### config.mk
export PLATFORM = sky130hd
export DESIGN_NAME = nsnrlatch_writer
export DESIGN_NICKNAME = d
export VERILOG_FILES = /design/src/rtl/nsnrlatch_writer.sv
export SDC_FILE = /design/constraint.sdc
export NUM_CORES = 1
export LEC_CHECK = 0
export BUFFER_PORTS_ARGS = -buffer_cell sky130_fd_sc_hd__buf_2
export CAP_MARGIN = 10
export CORE_AREA = 2 2 39 41
export DETAILED_ROUTE_END_ITERATION = 10
export DIE_AREA = 0 0 41 43
export PLACE_DENSITY = 0.73
export SETUP_SLACK_MARGIN = 0.15
export SLEW_MARGIN = 5
export SYNTH_ARGS = -nofsm -noshare
export SYNTH_HDL_FRONTEND = slang
export SYNTH_SLANG_ARGS = --single-unit
### constraint.sdc
create_clock -name ck -period 1.8 [get_ports ck]
set_input_delay 0.09 -clock ck [delete_from_list [all_inputs] [get_ports ck]]
set_output_delay 0.09 -clock ck [all_outputs]
set_load 0.05 [all_outputs]
### src/rtl/nsnrlatch_writer.sv
// nsnrlatch_writer: clocked write controller for an nset/nrst cross-coupled
// SR latch. A request drives a timed active-low set or reset pulse, lets the
// latch settle, reads q/nq back, retries on mismatch and flags a sticky error
// once all retries are spent.
//
// Optional build macro: NSNRLATCH_WRITER_SKIP_EN
//   When defined, a request whose target already matches the latch readback
//   skips the pulse sequence and completes one cycle after acceptance.
module nsnrlatch_writer #(
    parameter int PULSE_CYC  = 2,  // cycles lnset/lnrst held low per attempt
    parameter int SETTLE_CYC = 2,  // cycles both inputs held high before readback
    parameter int RETRY_MAX  = 1   // extra attempts after a failed readback
) (
    input  logic ck,
    input  logic nrst,
    input  logic req,
    input  logic val,
    input  logic lq,
    input  logic lnq,
    output logic lnset,
    output logic lnrst,
    output logic busy,
    output logic ack,
    output logic err
);

    localparam int CNT_MAX = (PULSE_CYC > SETTLE_CYC) ? PULSE_CYC : SETTLE_CYC;
    localparam int CW      = $clog2(CNT_MAX + 1);
    localparam int RW      = (RETRY_MAX > 0) ? $clog2(RETRY_MAX + 1) : 1;

    localparam logic [CW-1:0] PULSE_LAST  = CW'(PULSE_CYC - 1);
    localparam logic [CW-1:0] SETTLE_LAST = CW'(SETTLE_CYC - 1);
    localparam logic [RW-1:0] RETRY_LIM   = RW'(RETRY_MAX);

    typedef enum logic [2:0] {
        IDLE,
        PULSE,
        SETTLE,
        CHECK,
        DONE
    } state_t;

    state_t        state;
    logic [CW-1:0] cnt;
    logic [RW-1:0] retry;
    logic          tgt;
    logic          readback_ok;
    logic          already_ok;

    // Latch agrees with the captured target; q==nq can never satisfy this.
    assign readback_ok = (lq == tgt) && (lnq == ~tgt);
    // Latch already holds the value carried by the incoming request.
    assign already_ok  = (lq == val) && (lnq == ~val);

    // Single-process FSM; every output is a register so no input reaches an
    // output combinationally, and only one of lnset/lnrst is ever driven low.
    always_ff @(posedge ck) begin
        // NOTE: reset sits inside the clocked block so it is sampled on ck;
        // all state uses <= so every branch sees pre-edge values.
        if (!nrst) begin
            state <= IDLE;
            cnt   <= '0;
            retry <= '0;
            tgt   <= 1'b0;
            lnset <= 1'b1;
            lnrst <= 1'b1;
            busy  <= 1'b0;
            ack   <= 1'b0;
            err   <= 1'b0;
        end else begin
            case (state)
                IDLE: begin
                    if (req) begin
                        tgt   <= val;
                        err   <= 1'b0;
                        busy  <= 1'b1;
                        retry <= '0;
                        cnt   <= '0;
`ifdef NSNRLATCH_WRITER_SKIP_EN
                        if (already_ok) begin
                            state <= DONE;
                        end else begin
                            state <= PULSE;
                            lnset <= ~val;
                            lnrst <= val;
                        end
`else
                        state <= PULSE;
                        lnset <= ~val;
                        lnrst <= val;
`endif
                    end
                end

                PULSE: begin
                    if (cnt == PULSE_LAST) begin
                        state <= SETTLE;
                        cnt   <= '0;
                        lnset <= 1'b1;
                        lnrst <= 1'b1;
                    end else begin
                        cnt <= cnt + 1'b1;
                    end
                end

                SETTLE: begin
                    if (cnt == SETTLE_LAST) begin
                        state <= CHECK;
                        cnt   <= '0;
                    end else begin
                        cnt <= cnt + 1'b1;
                    end
                end

                CHECK: begin
                    if (readback_ok) begin
                        state <= DONE;
                        ack   <= 1'b1;
                    end else if (retry < RETRY_LIM) begin
                        state <= PULSE;
                        retry <= retry + 1'b1;
                        cnt   <= '0;
                        lnset <= ~tgt;
                        lnrst <= tgt;
                    end else begin
                        state <= DONE;
                        ack   <= 1'b1;
                        err   <= 1'b1;
                    end
                end

                DONE: begin
                    // The skip path enters with ack still low and raises it here.
                    if (!ack) begin
                        ack <= 1'b1;
                    end else begin
                        ack   <= 1'b0;
                        busy  <= 1'b0;
                        state <= IDLE;
                    end
                end

                default: begin
                    state <= IDLE;
                    lnset <= 1'b1;
                    lnrst <= 1'b1;
                    busy  <= 1'b0;
                    ack   <= 1'b0;
                end
            endcase
        end
    end

    // already_ok is only consumed when the skip feature is built in.
    logic unused_ok;
    assign unused_ok = already_ok;

endmodule
After elaboration in Yosys (flattened, before gate mapping)
Index checks and enable logic that the tools add are counted.
{"block": "word_totals", "register_bits": 12, "out_inout_bits": 5, "inputBits": 6}
{"block": "op_classes", "bitwise": 5, "mux": 34, "reduce_logical": 16, "order_cmp": 1, "add_sub_neg": 2, "eq_ne": 15}
{"op": "two-way mux 3 bit", "count": 6}
{"op": "two-way mux 1 bit", "count": 16}
{"op": "AND reduction 4 bit", "count": 4}
{"op": "one-hot mux 3 bit (5 select lines)", "count": 1}
{"op": "!= test 2 bit (second input constant)", "count": 7}
{"op": "two-way mux 2 bit", "count": 4}
{"op": "one-hot mux 1 bit (4 select lines)", "count": 2}
{"op": "equality test 3 x 2 -> 1 bit (second input constant)", "count": 2}
{"op": "one-hot mux 1 bit (3 select lines)", "count": 2}
{"op": "one-hot mux 2 bit (3 select lines)", "count": 1}
{"op": "OR reduction 3 bit", "count": 2}
{"op": "NOT 1 bit", "count": 5}
{"op": "AND reduction 5 bit", "count": 1}
{"op": "one-hot mux 1 bit (2 select lines)", "count": 2}
{"op": "AND reduction 2 bit", "count": 2}
{"op": "OR reduction 2 bit", "count": 2}
{"op": "equality test 3 x 1 -> 1 bit (second input constant)", "count": 1}
{"op": "equality test 3 bit (second input constant)", "count": 1}
{"op": "zero test 3 bit", "count": 1}
{"op": "!= test 3 bit (second input constant)", "count": 1}
{"op": "AND reduction 3 bit", "count": 1}
{"op": "nonzero test 3 bit", "count": 1}
{"op": "adder 2 x 1 -> 2 bit (second input constant)", "count": 1}
{"op": "equality test 1 bit", "count": 2}
{"op": "other kinds (5)", "count": 5}

Longest topological paths before layout
{"block": "depth", "ltp_word": 5, "depth_mapped": 5}

Least setup slack after synthesis
Ideal clock, no wire load.
{"block": "synth_path", "path_kind": "register to register", "from": "register tgt", "to": "register lnrst", "setup_slack_ns": 0.445, "setup_ns": 0.128, "t_arrival_ns": 1.228, "path_buffers": 0, "required_ns": 1.672, "synth_period_minus_slack_ns": 1.355, "stages_incl_launch_ff": 5, "cell_sequence": "dfxtp_1 > or3b_4 > a311o_1 > o211ai_2 > a32oi_1"}
{"block": "synth_between", "elab_chain_len": 5, "word_cells_on_any_way": 9}
{"element": "start, declared", "line_no": "46", "text": "logic tgt;"}
{"element": "start signal, assigned", "line_no": "74", "text": "tgt <= val;"}
{"element": "NOT 1 bit", "line_no": "51", "text": "assign readback_ok = (lq == tgt) && (lnq == ~tgt);"}
{"element": "equality test 1 bit", "line_no": "51"}
{"element": "logical AND 1 bit", "line_no": "51"}
{"element": "!= test 2 bit (no source line)"}
{"element": "AND reduction 5 bit (no source line)"}
{"element": "end signal, assigned", "line_no": "90", "text": "lnrst <= val;"}
{"element": "end signal, assigned", "line_no": "124", "text": "lnrst <= tgt;"}
{"element": "end, declared", "line_no": "21", "text": "output logic lnrst,"}
Parallel ways exist; a longest one is shown, timed or not. The select of a mux whose other input is x is not followed.
A chain may end at the register's enable or synchronous reset.

Final worst setup path
Same ends and word-level chain as after synthesis.

==> out/qor.txt <==
Slew HR: 73.7%
async set-or-reset flop fraction in the synthesized netlist: 0%
largest net degree at the start of global routing: 14
CTS tree: built
Worst Hold Class: input pin to register
CP Capture Type: register
Synth Net Count: 84
routed vias/inst: 6.03
RR Startpoint: tgt
fraction of layout cells with a size suffix above 1: 20.5%
CP Max Fanout: 5
most common cell in the synthesized netlist: dfxtp_1
I/O Pins: 11
Pins Over Slew Limit: 0
drt initial violations: 16
Final Wtd Congestion: 0.897
reg2reg end: lnrst
area grow syn2layout: 11.4%
Max Buffers Root-to-Sink: 2
switching part of the total: 29.8%
Multi-input gate area: 367 um2
Setup Skew: 0.00106 ns
synthesized flop and latch total: 12
port bufs: 10
fillers: 145
register area share after synthesis: 36.6%
core box area: 1380 um2
Max-Cap Viols: 0
FMAX: 685 MHz
R2R depth: 4
worst endpoint required time: 1.96 ns
highest routed layer: met4
Seq. cell area: 240 um2
global-route wire length before repair: 2.27 mm
number of global-route vias before repair: 568
worst setup path endpoint: lnrst
TritonCTS sink count: 12
Congestion Overflow GR: 0
CP startpoint: tgt
Avg Inst Size Synth: 8.42 um2
# DRC: 0
Worst setup SP type: register
Clk pwr share: 33.1%
DP Worst Slack: 0.359 ns
P_sw: 193 uW
Post-synth EDFFs: 0
# rows: 14
met2 wire len: 650 um
Synth area leader: dfxtp_1
reg2reg setup slack: 0.34 ns
clk slew on worst S/H paths: 0.07 ns
synth warn: 0
wire length on met1: 619 um
final net count: 95
clock root cell: clkbuf_4
critical path class: register to register
Mapped Area: 657 um2
Worst-Margin Slew: 0.394 ns
Die Width: 41 um
RSZ-0062 raised after global routing: false
TritonRoute pass-1 iters: 4
Reg power frac: 46.5%
n_diodes: 0
top area cells in the synthesized netlist: dfxtp_1, nor2b_1, nand2_1
Die Y-Extent: 43 um
Synth top cells by count: dfxtp_1, nand2_1, nor2b_1
Post-CTS Setup Bufs: 0
Final Setup Violations: 0
WL final: 1.39 mm
Non-Filler Instances: 104
area share of the largest cell type after synthesis: 36.6%
Post-Route Setup TNS: 0 ns
setup ws final: 0.340 ns
Die ar.: 1760 um2
gr usage total: 19.0%
Pleak: 0.000308 uW
status: finished clean
Internal: 455 uW
metal3 WL: 76 um
top_reg_cell synth: dfxtp_1
Placed Instances: 100
Max IR drop VDD: 0.526 mV
TritonCTS buffer count: 3
Gate power share: 20.5%
period utilization: 81.1%
minimum clock period: 1.46 ns
synth unique cells: 32
Final Hold Fails: 0
Layout Utilization: 52.9%
Via Count: 627
Worst EP arrival: 1.61 ns
post-DP HPWL: 1.01 mm
Pwr Density: 885 nW/um2
hold_buf cts: 0
PostCTS Resize Cnt: 0
Wirelength per Cell: 13.3 um
initial cell density of the core: 47.5%
Power Total: 648 uW
Routed Antenna Nets: 0
H-tree levels: 1
initial antenna violation count: 0
Mapped Cells: 78
worst-skew pair later-pin latency: 0.27 ns
kinds of logic (layout without fill, tap and decap cells):
| logic type | after synthesis | after routing | share of synthesized area [%] |
|---|---|---|---|
| and+or+nand+nor | 30 | 30 | 24.6 |
| AOI/OAI and AO/OA | 26 | 26 | 29.7 |
| DFF | 12 | 12 | 36.6 |
| buffers and inverters | 9 | 19 | 7.62 |
| muxes | 1 | 1 | 1.52 |
power by group through the flow:
| stage | logic [uW] | registers [uW] | clock network [uW] |
|---|---|---|---|
| after floorplan | 88.1 | 323 | 0 |
| after global placement | 131 | 306 | 0 |
| after detailed placement | 133 | 306 | 0 |
| after CTS | 133 | 300 | 215 |
| after global routing | 146 | 304 | 234 |
| final | 133 | 301 | 214 |
sequential cells by signal (all words and copies together) (netlist names):
name / count
busy: 1
err: 1
lnset: 1
lnrst: 1
state: 3
retry: 1
ack: 1
cnt: 2
tgt: 1
final cells by class:
| type | instances | area share [%] |
|---|---|---|
| clock buffer | 4 | 4.96 |
| sequential | 12 | 32.8 |
| timing repair buffer | 10 | 6.84 |
| multi-input combinational | 57 | 50.1 |
| inverter | 5 | 2.56 |
| tap | 16 | 2.74 |
worst max-delay path: stages (launching register included):
cell      delay (ns)
dfxtp_1         0.36
or3b_4          0.43
a311o_1         0.39
o211ai_2        0.08
a32oi_1         0.08
metal layers:
layer / up-vias / global-route usage [%]
li1: 303 / -
met1: 289 / 24.8
met2: 27 / 27.2
met3: 8 / 4.71
met4: 0 / 11.3
met5: - / 0
layout by cell type, fill, tap and decap left out, types with 4 or more instances in the layout:
cell | synthesis | routed
buf_2 | 1 | 10
inv_1 | 5 | 5
o21ai_0 | 4 | 4
nand2_1 | 9 | 9
dfxtp_1 | 12 | 12
nor2_1 | 4 | 4
nor2b_1 | 6 | 6
through the flow:
step | hold WS (ns) | instance area (um2)
6_report | 0.132 | 732
5_1_grt | 0.135 | 732
4_1_cts | 0.139 | 732
3_5_place_dp | 0.423 | 696
3_3_place_gp | 0.385 | 696
2_1_floorplan | 0.256 | 657
how the worst min path moves through the flow:
| stage | start | end | slack [ns] | cells after the start |
|---|---|---|---|---|
| floorplan | val | tgt | 0.26 | 2 |
| global route | nrst | retry | 0.13 | 2 |
| detailed placement | nrst | retry | 0.42 | 2 |
| global placement | val | tgt | 0.39 | 3 |
| finish | nrst | retry | 0.13 | 2 |
| CTS | nrst | retry | 0.14 | 2 |
Power figures use the tool's default switching activity.
